`src/rtl/one_to_four_demux_reg.sv`:
```
// Registered 1-to-4 stream demultiplexer with a one-entry holding register per channel.
// Define DEMUX_CNT_EN to add per-channel accepted-word counters on port cnt.
module one_to_four_demux_reg #(
    parameter int W  = 8
`ifdef DEMUX_CNT_EN
    ,
    parameter int CW = 8
`endif
) (
    input  logic           clk,
    input  logic           rst,
    input  logic [W-1:0]   i,
    input  logic [1:0]     s,
    input  logic           i_valid,
    output logic           i_ready,
    output logic [4*W-1:0] y,
    output logic [3:0]     y_valid,
    input  logic [3:0]     y_ready
`ifdef DEMUX_CNT_EN
    ,
    output logic [4*CW-1:0] cnt
`endif
);

    // Handshake: a word moves across an interface at a rising edge where valid & ready
    // are both high; the producer holds data/select stable while valid is high and not ready.
    logic [W-1:0] r_y [4];
    logic [3:0]   r_valid;
    logic         w_accept;
    logic [3:0]   w_load;

    // Ready looks only at the addressed channel, so one stalled lane never blocks the others.
    assign i_ready  = ~r_valid[s] | y_ready[s];
    assign w_accept = i_valid & i_ready;

    always_comb begin
        w_load = 4'b0000;
        if (w_accept) begin
            w_load[s] = 1'b1;
        end
    end

    // Load has priority over drain, which gives the bubble-free replace on a full ready channel.
    always_ff @(posedge clk or posedge rst) begin
        if (rst) begin
            r_valid <= 4'b0000;
            for (int k = 0; k < 4; k++) begin
                r_y[k] <= '0;
            end
        end else begin
            for (int k = 0; k < 4; k++) begin
                if (w_load[k]) begin
                    r_y[k]     <= i;
                    r_valid[k] <= 1'b1;
                end else if (r_valid[k] && y_ready[k]) begin
                    r_valid[k] <= 1'b0;
                end
            end
        end
    end

    assign y_valid = r_valid;

    for (genvar g = 0; g < 4; g++) begin : g_out
        assign y[g*W +: W] = r_y[g];
    end

`ifdef DEMUX_CNT_EN
    logic [CW-1:0] r_cnt [4];

    // Counters wrap naturally at 2^CW.
    always_ff @(posedge clk or posedge rst) begin
        if (rst) begin
            for (int k = 0; k < 4; k++) begin
                r_cnt[k] <= '0;
            end
        end else begin
            for (int k = 0; k < 4; k++) begin
                if (w_load[k]) begin
                    r_cnt[k] <= r_cnt[k] + CW'(1);
                end
            end
        end
    end

    for (genvar g = 0; g < 4; g++) begin : g_cnt
        assign cnt[g*CW +: CW] = r_cnt[g];
    end
`endif

endmodule

```
`config.mk`:
```
export PLATFORM = sky130hd
export DESIGN_NAME = one_to_four_demux_reg
export DESIGN_NICKNAME = d
export VERILOG_FILES = /design/src/rtl/one_to_four_demux_reg.sv
export SDC_FILE = /design/constraint.sdc
export NUM_CORES = 1
export LEC_CHECK = 0
export BUFFER_PORTS_ARGS = -buffer_cell sky130_fd_sc_hd__buf_2
export CAP_MARGIN = 10
export CORE_ASPECT_RATIO = 0.9
export CORE_UTILIZATION = 51
export DETAILED_ROUTE_END_ITERATION = 7
export HOLD_SLACK_MARGIN = 0.02
export PLACE_DENSITY = 0.83
export SETUP_SLACK_MARGIN = 0.05
export SYNTH_ARGS = -nofsm -noshare
export SYNTH_HDL_FRONTEND = slang
export SYNTH_SLANG_ARGS = --single-unit
```
`constraint.sdc`:
```
create_clock -name clk -period 2.52 [get_ports clk]
set_input_delay 0.126 -clock clk [delete_from_list [all_inputs] [get_ports clk]]
set_output_delay 0.126 -clock clk [all_outputs]
set_load 0.05 [all_outputs]
```
* Yosys cells after proc, flatten, opt, wreduce, memory -nomap -nowiden
Cells that the tools add are included.
Operators by class: $add $sub $neg 0, $mul 0, divide/modulo/power cells 0, order comparisons 2, equality and inequality tests 0, shift-type cells 0, mux-type cells 15, bitwise logic cells 3, reductions and logical operators 9
Operator list (count):
- two-way mux 1 bit | 11
- nonzero test 2 bit | 4
- logical AND 1 bit | 5
- binary-select mux 1 bit (select 2 bit) | 2
- two-way mux 4 bit | 1
- < comparator 2 x 3 -> 1 bit, second input constant | 1
- demux 1 bit (select 2 bit) | 1
- >= comparator 2 x 1 -> 1 bit, second input constant | 1
- AND 1 bit | 1
- inverter 1 bit | 1
- bitwise OR 1 bit | 1
Storage, ports and cells: register bits 36, bits in latches 0, RAM bits 0, bits in read-only memories 0, input bits 17, output and inout bits 37, word-level logic and storage cells 37, memories 0

* Longest topological paths before layout
Gate-level depths: netlist of the first run.
depth in word-level cells 7, gate-level depth with buffers 5, mapped depth without buffers 3

* Worst setup path before layout of the first run
Ideal clock, no wire load.
kind reg2reg, from register r_valid[2] (netlist: y_valid[2]), to register r_y (netlist bit y[16]), setup time 125 ps, data arrival time 1428 ps, required time 2395 ps, setup slack 967 ps, stages on the path, launching flop included 4, buffers on the path 0, clock period less this slack 1553 ps, cells stage by stage dfrtp_1 -> nand2b_1 -> nor3b_4 -> mux2_2
On the way: word-level cells in the longest chain between the ends 6
RTL lines:
- start, declared | RTL line 28 | logic [3:0] r_valid;
- start signal, assigned | RTL line 46 | r_valid <= 4'b0000;
- start signal, assigned by index | RTL line 54 | r_valid[k] <= 1'b1;
- start signal, assigned by index | RTL line 56 | r_valid[k] <= 1'b0;
- binary-select mux 1 bit (select 2 bit) | RTL line 33 | assign i_ready = ~r_valid[s] | y_ready[s];
- two-way mux 1 bit (implied by the code) | RTL line 33
- inverter 1 bit | RTL line 33
- bitwise OR 1 bit | RTL line 33
- AND 1 bit | RTL line 34 | assign w_accept = i_valid & i_ready;
- two-way mux 4 bit | RTL line 38 | if (w_accept) begin
- end signal, assigned by index | RTL line 53 | r_y[k] <= i;
- end, declared | RTL line 27 | logic [W-1:0] r_y [4];
Every way passes these cells. The select of a mux whose other input is x is not followed. A chain may end at the register's enable or synchronous reset.

* Worst setup path in the final report of the first run
from register r_valid[3] (netlist: y_valid[3]), to register r_y (netlist bit y[27])
Same word-level chain as after synthesis.

==> summary.md, run 1 <==
| Metric | Value |
|---|---|
| Status | finished, violations left |
| Failing checks | DRC |
| Ys Warns | 0 |
| Cell area after layout | 0.00177 mm^2 |
| Combinational power share | 0.398 |
| Port bufs | 53 |
| Vias in the first global route | 907 |
| Fmax | 609 MHz |
| Largest net degree at the start of global routing | 37 |
| Die Wd | 57.3 um |
| Hold Vio Cnt, Final | 0 |
| Layout net count | 165 |
| Final ANT Viol Nets | 0 |
| Worst Setup End Kind | flip-flop |
| Setup TNS | 0 ns |
| Net Sw Frac | 0.430 |
| Slew HR | 0.533 |
| Die ar. | 0.00297 mm^2 |
| Post-DP HPWL | 1.93 mm |
| First-pass DRT Iterations | 6 |
| Antenna cells | 0 |
| I/O Pins | 54 |
| Detailed Route WL | 2.67 mm |
| Antenna violations before repair | 0 |
| Setup WS pre-CTS | 0.866 ns |
| Iter 0 DRT Violations | 23 |
| Dpl cell area | 0.00170 mm^2 |
| Root Buffer | clkbuf_4 |
| Min Tclk post-route | 1.64 ns |
| Critical path required time | 2.74 ns |
| Clk Latency, worst-skew pair | 0.33 ns |
| Reg power frac | 0.423 |
| CTS Buf Count | 5 |
| Seq cells post-synth | 36 |
| DRC Markers | 4 |
| CP max FO | 8 |
| Core ar. | 0.00253 mm^2 |
| Total gr overflow | 0 |
| First-pass GRT wire length | 4.37 mm |
| Slew @ Worst Pin | 0.700 ns |
| Power per cell area | 995 mW/mm^2 |
| Fin. max-slew vios | 0 |
| Total vias in the final route | 947 |
| Avg WL per Cell | 15.1 um |
| Cell Area, Synth | 0.00141 mm^2 |
| Area Growth Syn to Fin | 25.9% |
| Site row count | 17 |
| Worst clock skew | 0.00572 ns |
| Worst vdd ir | 0.000577 V |
| RSZ-0062 raised after global routing | no |
| Leakage | 0.881 nW |
| Clk pwr share | 0.178 |
| GRT Total Usage | 0.211 |
| Hold crit path type | in2reg |
| Sink Count | 36 |
| CTS tree | done |
| Final setup vio count | 0 |
| CP startpoint kind | flip-flop |
| Starting Density | 0.555 |
| Via-to-Cell Ratio | 5.35 |
| Bufs on Longest Clock Path | 2 |
| Unique masters post-synth | 13 |
| Period utilisation layout | 0.652 |
| Worst setup margin | 0.878 ns |
| Cell internal pwr | 0.00100 W |
| Gate Count Post-Synth | 89 |
| Register area share after synthesis | 0.641 |
| Worst path arrival time | 1.87 ns |
| WHS | 0.0521 ns |
| Syn Nets | 106 |
| Max-cap violations | 0 |
| CP Class | reg2reg |
| GPL Wtd Cong | 0.825 |
| Synthesized area per cell | 15.8 um^2 |
| Worst-path clk slew | 0.10 ns |
| Net Switching | 0.000757 W |
| Post-CTS setup buffers | 0 |
| H-tree levels | 2 |
| Layout cells sized above 1 | 0.651 |
| Overall die height | 51.8 um |
cell usage in the layout (no fill, tap or decap), drive strengths merged:
cell	n
buf	54
clkinv	2
nand2b	4
nand2	5
o21ai	1
nand3b	1
dfrtp	36
clkbuf	6
mux2	32
nor2b	2
nor3b	1
and3	1
dlygate4sd3	1
mux4	1
nand3	1
inv	1
through the flow:
step                      power (W)   util  cells
final                       0.00176  0.699    177
after global routing        0.00184  0.699    177
after CTS                   0.00178  0.699    177
after detailed placement    0.00146  0.671    168
after global placement      0.00145  0.671    168
after floorplan             0.00129      -     89
worst max-delay path, cell delays in order (launching register included):
cell and delay [ns]:
dfrtp_1 0.40, nand2b_1 0.13, nor2b_1 0.59, mux2_2 0.41
cells by family after synthesis:
logic type	share of synthesized area
flops	0.641
mux	0.272
simple gates	0.0695
buf+inv	0.0134
compound gates	0.00356
flip-flops by register name, summed over array words and instances (netlist names):
signal / count
y: 32
y_valid: 4
final timing paths:
check / startpoint / end / slack (ns) / depth (start not counted)
worst max-delay path: y_valid[3] / y[27] / 0.88 / 3
worst min-delay path: i[4] / y[20] / 0.05 / 2
worst max register to register: y_valid[3] / y[27] / 0.88 / 3
worst min register to register: y[3] / y[3] / 0.51 / 1
max in group asynchronous: rst / y[31] / 1.79 / 4
min in group asynchronous: rst / y[1] / 0.42 / 4
power groups by stage:
stage / Clock, W / Sequential (W) / Combinational [W]
6_report: 0.000314 / 0.000745 / 0.000701
5_1_grt: 0.000352 / 0.000760 / 0.000730
4_1_cts: 0.000324 / 0.000747 / 0.000707
3_5_place_dp: 0 / 0.000758 / 0.000705
3_3_place_gp: 0 / 0.000750 / 0.000696
2_1_floorplan: 0 / 0.00116 / 0.000133
routing by layer:
layer	track usage	up-vias	part of all wire
li1	-	430	-
met2	0.331	36	0.50
met1	0.256	475	0.40
met4	0.0976	0	0.016
met3	0.0871	6	0.080
met5	0	-	0
final cells by class:
cell class              instances  area [um^2]
repair buffers                 55          283
clock buffers                   6         51.3
well taps                      28         35.0
flip-flops and latches         36          901
clock inverters                 2         10.0
multi-input cells              49          485
fillers                       182          762
inverters                       1         3.75
cells in the mapped netlist:
master / instances / share of area
nand2_1: 5 / 0.013
nor2b_1: 2 / 0.0089
dfrtp_1: 36 / 0.64
inv_1: 1 / 0.0027
mux2_2: 32 / 0.26
buf_2: 3 / 0.011
o21ai_0: 1 / 0.0036
nand3_1: 1 / 0.0036
mux4_2: 1 / 0.016
nand2b_1: 4 / 0.018
and3_1: 1 / 0.0045
nor3b_4: 1 / 0.013
nand3b_2: 1 / 0.0080
what timing repair did:
| action | 4_1_cts | 5_1_grt |
|---|---|---|
| gates resized for setup | 0 | 0 |
| endpoints found under the hold margin | 36 | 0 |
| hold buffers | 1 | 0 |
No activity file was read; power rests on OpenSTA's default activity.
==> run 2, diff against run 1 <==
--- a/config.mk
+++ b/config.mk
@@ -5,13 +5,14 @@
 export SDC_FILE = /design/constraint.sdc
 export NUM_CORES = 1
 export LEC_CHECK = 0
+export ABC_AREA = 1
 export BUFFER_PORTS_ARGS = -buffer_cell sky130_fd_sc_hd__buf_2
 export CAP_MARGIN = 10
 export CORE_ASPECT_RATIO = 0.9
-export CORE_UTILIZATION = 51
+export CORE_UTILIZATION = 45
 export DETAILED_ROUTE_END_ITERATION = 7
 export HOLD_SLACK_MARGIN = 0.02
-export PLACE_DENSITY = 0.83
+export PLACE_DENSITY = 0.75
 export SETUP_SLACK_MARGIN = 0.05
 export SYNTH_ARGS = -nofsm -noshare
 export SYNTH_HDL_FRONTEND = slang
==> constraint.sdc (replaced) <==
create_clock -name clk -period 1.4 [get_ports clk]
set_input_delay 0.07 -clock clk [delete_from_list [all_inputs] [get_ports clk]]
set_output_delay 0.07 -clock clk [all_outputs]
set_load 0.05 [all_outputs]
==> run 2 against run 1 <==
Against the previous run:
- the run now ends clean
- critical path depth rose by 6
- first-iteration DRC count rose to 4.7 times the previous value
- final cell count is 64% higher
- synthesized area is 21% higher
==> summary.md, run 2 <==
| Metric | Value |
|---|---|
| Die ar. | 0.00403 mm^2 (was 0.00297 mm^2) |
| Ys Warns | 0 (unchanged) |
| Avg WL per Cell | 14.6 um (was 15.1 um) |
| Syn Nets | 195 (was 106) |
| Yosys top cell by area | dfrtp_1 (unchanged) |
| CTS tree | done (unchanged) |
| Final ANT Viol Nets | 0 (unchanged) |
| CP Depth | 9 (was 3) |
| Cell internal pwr | 0.00197 W (was 0.00100 W) |
| Total gr overflow | 0 (unchanged) |
| Slew HR | 0.540 (was 0.533) |
| Core ar. | 0.00348 mm^2 (was 0.00253 mm^2) |
| Reg2reg end | y[27] (unchanged) |
| GPL Wtd Cong | 0.822 (was 0.825) |
| Sink Count | 36 (unchanged) |
| Detailed Route WL | 4.26 mm (was 2.67 mm) |
| Fillcell total | 283 (was 182) |
| WHS Path Cells | 3 (was 2) |
| Worst Setup End Kind | flip-flop (unchanged) |
| Layout net count | 263 (was 165) |
| Unique masters post-synth | 20 (was 13) |
| Net Sw Frac | 0.441 (was 0.430) |
| Leakage | 1.19 nW (was 0.881 nW) |
| Post-DP HPWL | 2.69 mm (was 1.93 mm) |
| Register area share after synthesis | 0.530 (was 0.641) |
| Tot Pwr | 0.00352 W (was 0.00176 W) |
| WHS | 0.0813 ns (was 0.0521 ns) |
| Die Wd | 66.8 um (was 57.3 um) |
| Seq cells post-synth | 36 (unchanged) |
| Site row count | 20 (was 17) |
| Post-synth top area share | 0.530 (was 0.641) |
| Most frequent cell after synthesis | nand2_1 (was dfrtp_1) |
| Fmax | 741 MHz (was 609 MHz) |
| Worst path arrival time | 1.53 ns (was 1.87 ns) |
| Top FF cell, synth | dfrtp_1 (unchanged) |
| H-tree levels | 2 (unchanged) |
| Status | finished, final reports clean (was finished, violations left) |
| Worst vdd ir | 0.00101 V (was 0.000577 V) |
| FF+latch area | 906 um^2 (was 901 um^2) |
| First-pass GRT wire length | 6.47 mm (was 4.37 mm) |
| Worst r2r path cells | 9 (was 3) |
| Period utilisation layout | 0.964 (was 0.652) |
| Bufs on Longest Clock Path | 2 (unchanged) |
| Gate Count Post-Synth | 178 (was 89) |
| Hold crit path type | in2reg (unchanged) |
| Critical path required time | 1.58 ns (was 2.74 ns) |
| CP Class | reg2reg (unchanged) |
| Cell Area, Synth | 0.00170 mm^2 (was 0.00141 mm^2) |
| Commonest non-fill, non-tap cell in the layout | nand2_1 (was buf_2) |
| Clk pwr share | 0.214 (was 0.178) |
| Crit-path cells | nand2_1 > nand2_1 > nand2_2 > nand2_4 > nand2_8 > buf_12 > nand3_4 > nand2_2 > nand2_2 (was nand2b_1 > nor2b_1 > mux2_2) |
| Min Tclk post-route | 1.35 ns (was 1.64 ns) |
| Worst clock skew | 0.00422 ns (was 0.00572 ns) |
| Most instantiated cells after synthesis | 73 x nand2_1, 36 x dfrtp_1, 32 x nand4_1 (was 36 x dfrtp_1, 32 x mux2_2, 5 x nand2_1) |
| Vias in the first global route | 1370 (was 907) |
| RSZ-0062 raised after global routing | yes (was no) |
| Port bufs | 53 (unchanged) |
| Post-synth EDFFs | 0 (unchanged) |
| Largest net degree at the start of global routing | 37 (unchanged) |
| Post-synth ARST share | 1.00 (unchanged) |
| Antenna violations before repair | 0 (unchanged) |
| Iter 0 DRT Violations | 107 (was 23) |
| Max reg flops | 32 (unchanged) |
| Combinational power share | 0.399 (was 0.398) |
| Layout cells sized above 1 | 0.437 (was 0.651) |
| Clk Latency, worst-skew pair | 0.29 ns (was 0.33 ns) |
| Multi-input logic area | 769 um^2 (was 485 um^2) |
| Reg power frac | 0.386 (was 0.423) |
| CTS Buf Count | 5 (unchanged) |
| CP max FO | 6 (was 8) |
| GRT Total Usage | 0.226 (was 0.211) |
| Total vias in the final route | 1530 (was 947) |
| Max-cap violations | 0 (unchanged) |
| Final setup vio count | 0 (unchanged) |
| CP endpoint | y[27] (unchanged) |
| I/O Pins | 54 (unchanged) |
| Delay of the slowest critical-path stage | 0.42 ns (was 0.59 ns) |
| Hold Vio Cnt, Final | 0 (unchanged) |
| Area Growth Syn to Fin | 33.7% (was 25.9%) |
| Most used cell along the critical path | nand2_2 |
| Overall die height | 60.3 um (was 51.8 um) |
| Starting Density | 0.488 (was 0.555) |
| DRC Markers | 0 (was 4) |
| Power per cell area | 1550 mW/mm^2 (was 995 mW/mm^2) |
| Antenna cells | 0 (unchanged) |
| Critical path's top delay family | simple AND/OR/NAND/NOR gates (unchanged) |
| Critical path buffers and inverters | 1 (was 0) |
| Flop2flop setup slack | 0.05 ns (was 0.88 ns) |
| Critical path origin | y_valid[1] (was y_valid[3]) |
| CP startpoint kind | flip-flop (unchanged) |
| Via-to-Cell Ratio | 5.26 (was 5.35) |
| Slowest-stage cell, CP | dfrtp_2 (was nor2b_1) |
| Slew @ Worst Pin | 0.691 ns (was 0.700 ns) |
| Root Buffer | clkbuf_8 (was clkbuf_4) |
| Worst Hold Launch | i[7] (was i[4]) |
| Fin. max-slew vios | 0 (unchanged) |
| Synthesized area per cell | 9.55 um^2 (was 15.8 um^2) |
| Net Switching | 0.00156 W (was 0.000757 W) |
| First-pass DRT Iterations | 4 (was 6) |
| Most frequent cells in the layout | 56 x nand2_1, 52 x buf_2, 32 x nand4_1, 32 x dfrtp_1, 20 x nand2_2 (was 53 x buf_2, 36 x dfrtp_1, 32 x mux2_2, 5 x nand2_1, 5 x clkbuf_4) |
| Start of the worst register-to-register path | y_valid[1] (was y_valid[3]) |
| Worst-path clk slew | 0.07 ns (was 0.10 ns) |
| Largest cells by area after synthesis | dfrtp_1 53%, nand2_1 16%, nand4_1 12% (was dfrtp_1 64%, mux2_2 26%, nand2b_1 1.8%) |
[run 2: cell count changes in the layout (fill, tap and decap cells not counted), moves of 5 or more]
cell	delta
nand2_2	+20
nand2_1	+51
nand4_1	+32
mux2_2	-32
nand3_4	+5
clkbuf_4	-5
clkbuf_8	+5
[run 2: final cells by class]
cell class              count  share of cell area
repair buffers             66               0.184
multi-input cells         129               0.339
flip-flops and latches     36               0.399
inverters                   8              0.0143
well taps                  44              0.0242
clock buffers               8              0.0397
[run 2: worst min-delay path by stage]
stage	end	slack, ns
2_1_floorplan	y_valid[2]	0.16
3_3_place_gp	y[16]	0.19
3_5_place_dp	y[11]	0.19
4_1_cts	y[31]	0.07
5_1_grt	y[4]	0.09
6_report	y[15]	0.08
[run 2: logic make-up (layout without fill, tap and decap cells)]
| family | count (synthesis) | count (layout) | synth area share |
|---|---|---|---|
| simple gates | 121 | 125 | 0.384 |
| compound gates | 4 | 4 | 0.0118 |
| flops | 36 | 36 | 0.530 |
| buf+inv | 17 | 82 | 0.0736 |
[run 2: tightest hold or removal path: stages]
cell,delay (ns)
buf_2,0.13
nand4_1,0.09
nand2_1,0.05
[run 2: metal layers]
layer	global-route usage	vias up	part of all wire
met1	0.318	717	0.48
met4	0.100	0	0.018
met2	0.333	62	0.44
li1	-	743	-
met5	0	-	0
met3	0.0496	8	0.059
[run 2: timing repair]
action,CTS,global route
setup endpoints to repair,16,33
buffers inserted,4,1
cloned,1,3
resized for setup,4,21
hold buffers,5,0
pin swaps,1,9
endpoints found under the hold margin,40,0
[run 2: stage by stage]
step | std cells | TNS, ns | setup WS (ns) | utilization | instance area [um^2]
2_1_floorplan | 178 | 0 | 0.0715 | - | 1700
3_3_place_gp | 269 | 0 | 0.0747 | 0.562 | 1950
3_5_place_dp | 269 | 0 | 0.0437 | 0.562 | 1950
4_1_cts | 287 | 0 | 0.0520 | 0.626 | 2180
5_1_grt | 291 | -0.0394 | -0.0262 | 0.653 | 2270
6_report | 291 | 0 | 0.0509 | 0.653 | 2270
[run 2: power groups by stage]
| stage | clock network (W) | logic, W | registers, W |
|---|---|---|---|
| floorplan | 0 | 0.000322 | 0.00206 |
| global placement | 0 | 0.00129 | 0.00136 |
| detailed placement | 0 | 0.00131 | 0.00136 |
| CTS | 0.000762 | 0.00136 | 0.00135 |
| global route | 0.000811 | 0.00149 | 0.00138 |
| finish | 0.000755 | 0.00141 | 0.00136 |
==> run 3, diff against run 2 <==
--- a/config.mk
+++ b/config.mk
@@ -8,11 +8,11 @@
 export ABC_AREA = 1
 export BUFFER_PORTS_ARGS = -buffer_cell sky130_fd_sc_hd__buf_2
 export CAP_MARGIN = 10
-export CORE_ASPECT_RATIO = 0.9
-export CORE_UTILIZATION = 45
+export CORE_UTILIZATION = 47
+export CTS_BUF_LIST = sky130_fd_sc_hd__clkbuf_4 sky130_fd_sc_hd__clkbuf_8
 export DETAILED_ROUTE_END_ITERATION = 7
 export HOLD_SLACK_MARGIN = 0.02
-export PLACE_DENSITY = 0.75
+export PLACE_DENSITY = 0.78
 export SETUP_SLACK_MARGIN = 0.05
 export SYNTH_ARGS = -nofsm -noshare
 export SYNTH_HDL_FRONTEND = slang
==> run 3 against run 2 <==
Against the previous run:
- final cell count rose by 3.4%
- total power fell by 5.1%
- register-to-register slack barely moved
- clock-buffer cell count fell by 2
- clock skew rose by 0.0020 ns
- fmax fell by 0.85%
- wire length rose by 3.6%
- cell area barely moved
- non-clock buffer count rose by 8
==> summary.md, run 3 (synthesis gave the netlist of run 2 again) <==
| Metric | Value |
|---|---|
| Status | finished, final reports clean (unchanged) |
| Starting Density | 0.501 (was 0.488) |
| GPL Wtd Cong | 0.801 (was 0.822) |
| Delay of the slowest critical-path stage | 0.44 ns (was 0.42 ns) |
| Setup TNS | 0 ns (unchanged) |
| WHS | 0.0405 ns (was 0.0813 ns) |
| Avg WL per Cell | 14.7 um (was 14.6 um) |
| Max-cap violations | 0 (unchanged) |
| Max reg flops | 32 (unchanged) |
| Power per cell area | 1470 mW/mm^2 (was 1550 mW/mm^2) |
| Clk Latency, worst-skew pair | 0.35 ns (was 0.29 ns) |
| Hold crit path type | in2reg (unchanged) |
| First-pass DRT Iterations | 4 (unchanged) |
| Detailed Route WL | 4.41 mm (was 4.26 mm) |
| Bufs on Longest Clock Path | 2 (unchanged) |
| Site row count | 21 (was 20) |
| Worst setup margin | 0.0394 ns (was 0.0509 ns) |
| Fillcell total | 255 (was 283) |
| Port bufs | 53 (unchanged) |
| Tot Pwr | 0.00334 W (was 0.00352 W) |
| Final setup vio count | 0 (unchanged) |
| Multi-input logic area | 744 um^2 (was 769 um^2) |
| Commonest non-fill, non-tap cell in the layout | nand2_1 (unchanged) |
| Total gr overflow | 0 (unchanged) |
| Hold Vio Cnt, Final | 0 (unchanged) |
| I/O Pins | 54 (unchanged) |
| Period utilisation layout | 0.972 (was 0.964) |
| Critical path's top delay family | simple AND/OR/NAND/NOR gates (unchanged) |
| Fmax | 735 MHz (was 741 MHz) |
| Reg power frac | 0.403 (was 0.386) |
| Clk pwr share | 0.178 (was 0.214) |
| Worst clock skew | 0.00626 ns (was 0.00422 ns) |
| CP Class | reg2reg (unchanged) |
| Die Wd | 62.1 um (was 66.8 um) |
| FF+latch area | 906 um^2 (unchanged) |
| Layout cells sized above 1 | 0.396 (was 0.437) |
| Worst path arrival time | 1.61 ns (was 1.53 ns) |
| Fin util | 0.670 (was 0.653) |
| Largest net degree at the start of global routing | 37 (unchanged) |
| Worst vdd ir | 0.000729 V (was 0.00101 V) |
| Total vias in the final route | 1601 (was 1530) |
| Net Switching | 0.00155 W (was 0.00156 W) |
| Critical path buffers and inverters | 1 (unchanged) |
| Slew HR | 0.608 (was 0.540) |
| CTS Buf Count | 5 (unchanged) |
| H-tree levels | 2 (unchanged) |
| Root Buffer | clkbuf_4 (was clkbuf_8) |
| Fin. max-slew vios | 0 (unchanged) |
| CTS tree | done (unchanged) |
| Sink Count | 36 (unchanged) |
| Final ANT Viol Nets | 0 (unchanged) |
| Critical path required time | 1.65 ns (was 1.58 ns) |
| RSZ-0062 raised after global routing | yes (unchanged) |
| Combinational power share | 0.419 (was 0.399) |
| Cell internal pwr | 0.00180 W (was 0.00197 W) |
| Slew @ Worst Pin | 0.588 ns (was 0.691 ns) |
| Core ar. | 0.00339 mm^2 (was 0.00348 mm^2) |
| DRC Markers | 0 (unchanged) |
| Worst Setup End Kind | flip-flop (unchanged) |
| Overall die height | 62.1 um (was 60.3 um) |
| Area Growth Syn to Fin | 33.7% (about the same) |
| Min Tclk post-route | 1.36 ns (was 1.35 ns) |
| Iter 0 DRT Violations | 129 (was 107) |
| Post-DP HPWL | 2.68 mm (was 2.69 mm) |
| Crit-path cells | nand2_2 > nand2_2 > nand2_2 > nand2_4 > nand2_8 > buf_6 > nand3_2 > nand2_1 > nand2_1 (was nand2_1 > nand2_1 > nand2_2 > nand2_4 > nand2_8 > buf_12 > nand3_4 > nand2_2 > nand2_2) |
| First-pass GRT wire length | 6.93 mm (was 6.47 mm) |
| Most frequent cells in the layout | 66 x nand2_1, 52 x buf_2, 32 x nand4_1, 32 x dfrtp_1, 12 x dlygate4sd3_1 (was 56 x nand2_1, 52 x buf_2, 32 x nand4_1, 32 x dfrtp_1, 20 x nand2_2) |
| CP startpoint kind | flip-flop (unchanged) |
| GRT Total Usage | 0.234 (was 0.226) |
| Net Sw Frac | 0.463 (was 0.441) |
| Leakage | 1.21 nW (was 1.19 nW) |
| Antenna cells | 0 (unchanged) |
| Most used cell along the critical path | nand2_2 (unchanged) |
| Worst-path clk slew | 0.11 ns (was 0.07 ns) |
| Layout net count | 271 (was 263) |
| Antenna violations before repair | 0 (unchanged) |
| Slowest-stage cell, CP | dfrtp_2 (unchanged) |
| Vias in the first global route | 1437 (was 1370) |
| Via-to-Cell Ratio | 5.32 (was 5.26) |
| CP max FO | 7 (was 6) |
| Die ar. | 0.00386 mm^2 (was 0.00403 mm^2) |
| Setup WS pre-CTS | 0.0835 ns (was 0.0437 ns) |
==> run 3: cell count changes in the layout (fill, tap and decap cells not counted) <==
cell           before  now
nand2_1            56   66
nand2_2            20   10
dlygate4sd3_1       5   12
clkbuf_4            0    5
clkbuf_8            6    1
buf_4               4    7
buf_12              2    0
clkbuf_1            2    0
clkinv_2            0    2
o21ai_0             3    2
o21ai_1             1    2
==> run 3: final timing paths <==
kind / start / cells past startpoint / end / slack [ns]
worst max-delay path: y_valid[1] / 9 / y[0] / 0.04
worst min-delay path: i[2] / 3 / y[18] / 0.04
worst max register to register: y_valid[1] / 9 / y[0] / 0.04
worst min register to register: y[25] / 2 / y[25] / 0.48
max in group asynchronous: rst / 4 / y_valid[1] / 0.72
min in group asynchronous: rst / 4 / y[19] / 0.35
==> run 3: area by class of cell <==
| class | instances | share of cell area |
|---|---|---|
| Inverter | 8 | 0.0143 |
| Timing Repair Buffer | 74 | 0.207 |
| Multi-Input combinational cell | 129 | 0.328 |
| Clock buffer | 6 | 0.0226 |
| Sequential cell | 36 | 0.399 |
| Tap cell | 46 | 0.0253 |
| Clock inverter | 2 | 0.00441 |
==> run 3: metrics by stage <==
step                cell area (um^2)  cells
detailed placement              1960    271
global placement                1960    271
floorplan                       1700    178
global route                    2270    301
finish                          2270    301
CTS                             2190    295
==> run 3: power groups by stage <==
| stage | combinational (W) | sequential (W) | clock [W] |
|---|---|---|---|
| 3_3_place_gp | 0.00129 | 0.00136 | 0 |
| 3_5_place_dp | 0.00131 | 0.00136 | 0 |
| 2_1_floorplan | 0.000322 | 0.00206 | 0 |
| 5_1_grt | 0.00147 | 0.00137 | 0.000655 |
| 6_report | 0.00140 | 0.00135 | 0.000597 |
| 4_1_cts | 0.00136 | 0.00134 | 0.000600 |
==> run 3: tightest hold or removal path, stage by stage <==
cell	delay, ns
buf_2	0.15
nand4_1	0.10
nand2_1	0.05
==> run 3: timing repair <==
| item | 4_1_cts | 5_1_grt |
|---|---|---|
| endpoints found under the hold margin | 52 | 1 |
| pin swaps | 2 | 4 |
| setup endpoints to repair | 1 | 37 |
| cloned | 1 | 3 |
| resized for setup | 6 | 10 |
| hold buffers | 11 | 1 |
| setup buffers | 4 | 2 |
==> run 3: per-layer routing <==
layer	vias up	wire (um)	track usage	share of wire
met1	726	1800	0.303	0.41
li1	761	-	-	-
met2	97	2110	0.374	0.48
met4	0	99	0.0872	0.022
met5	-	0	0	0
met3	17	411	0.0662	0.093
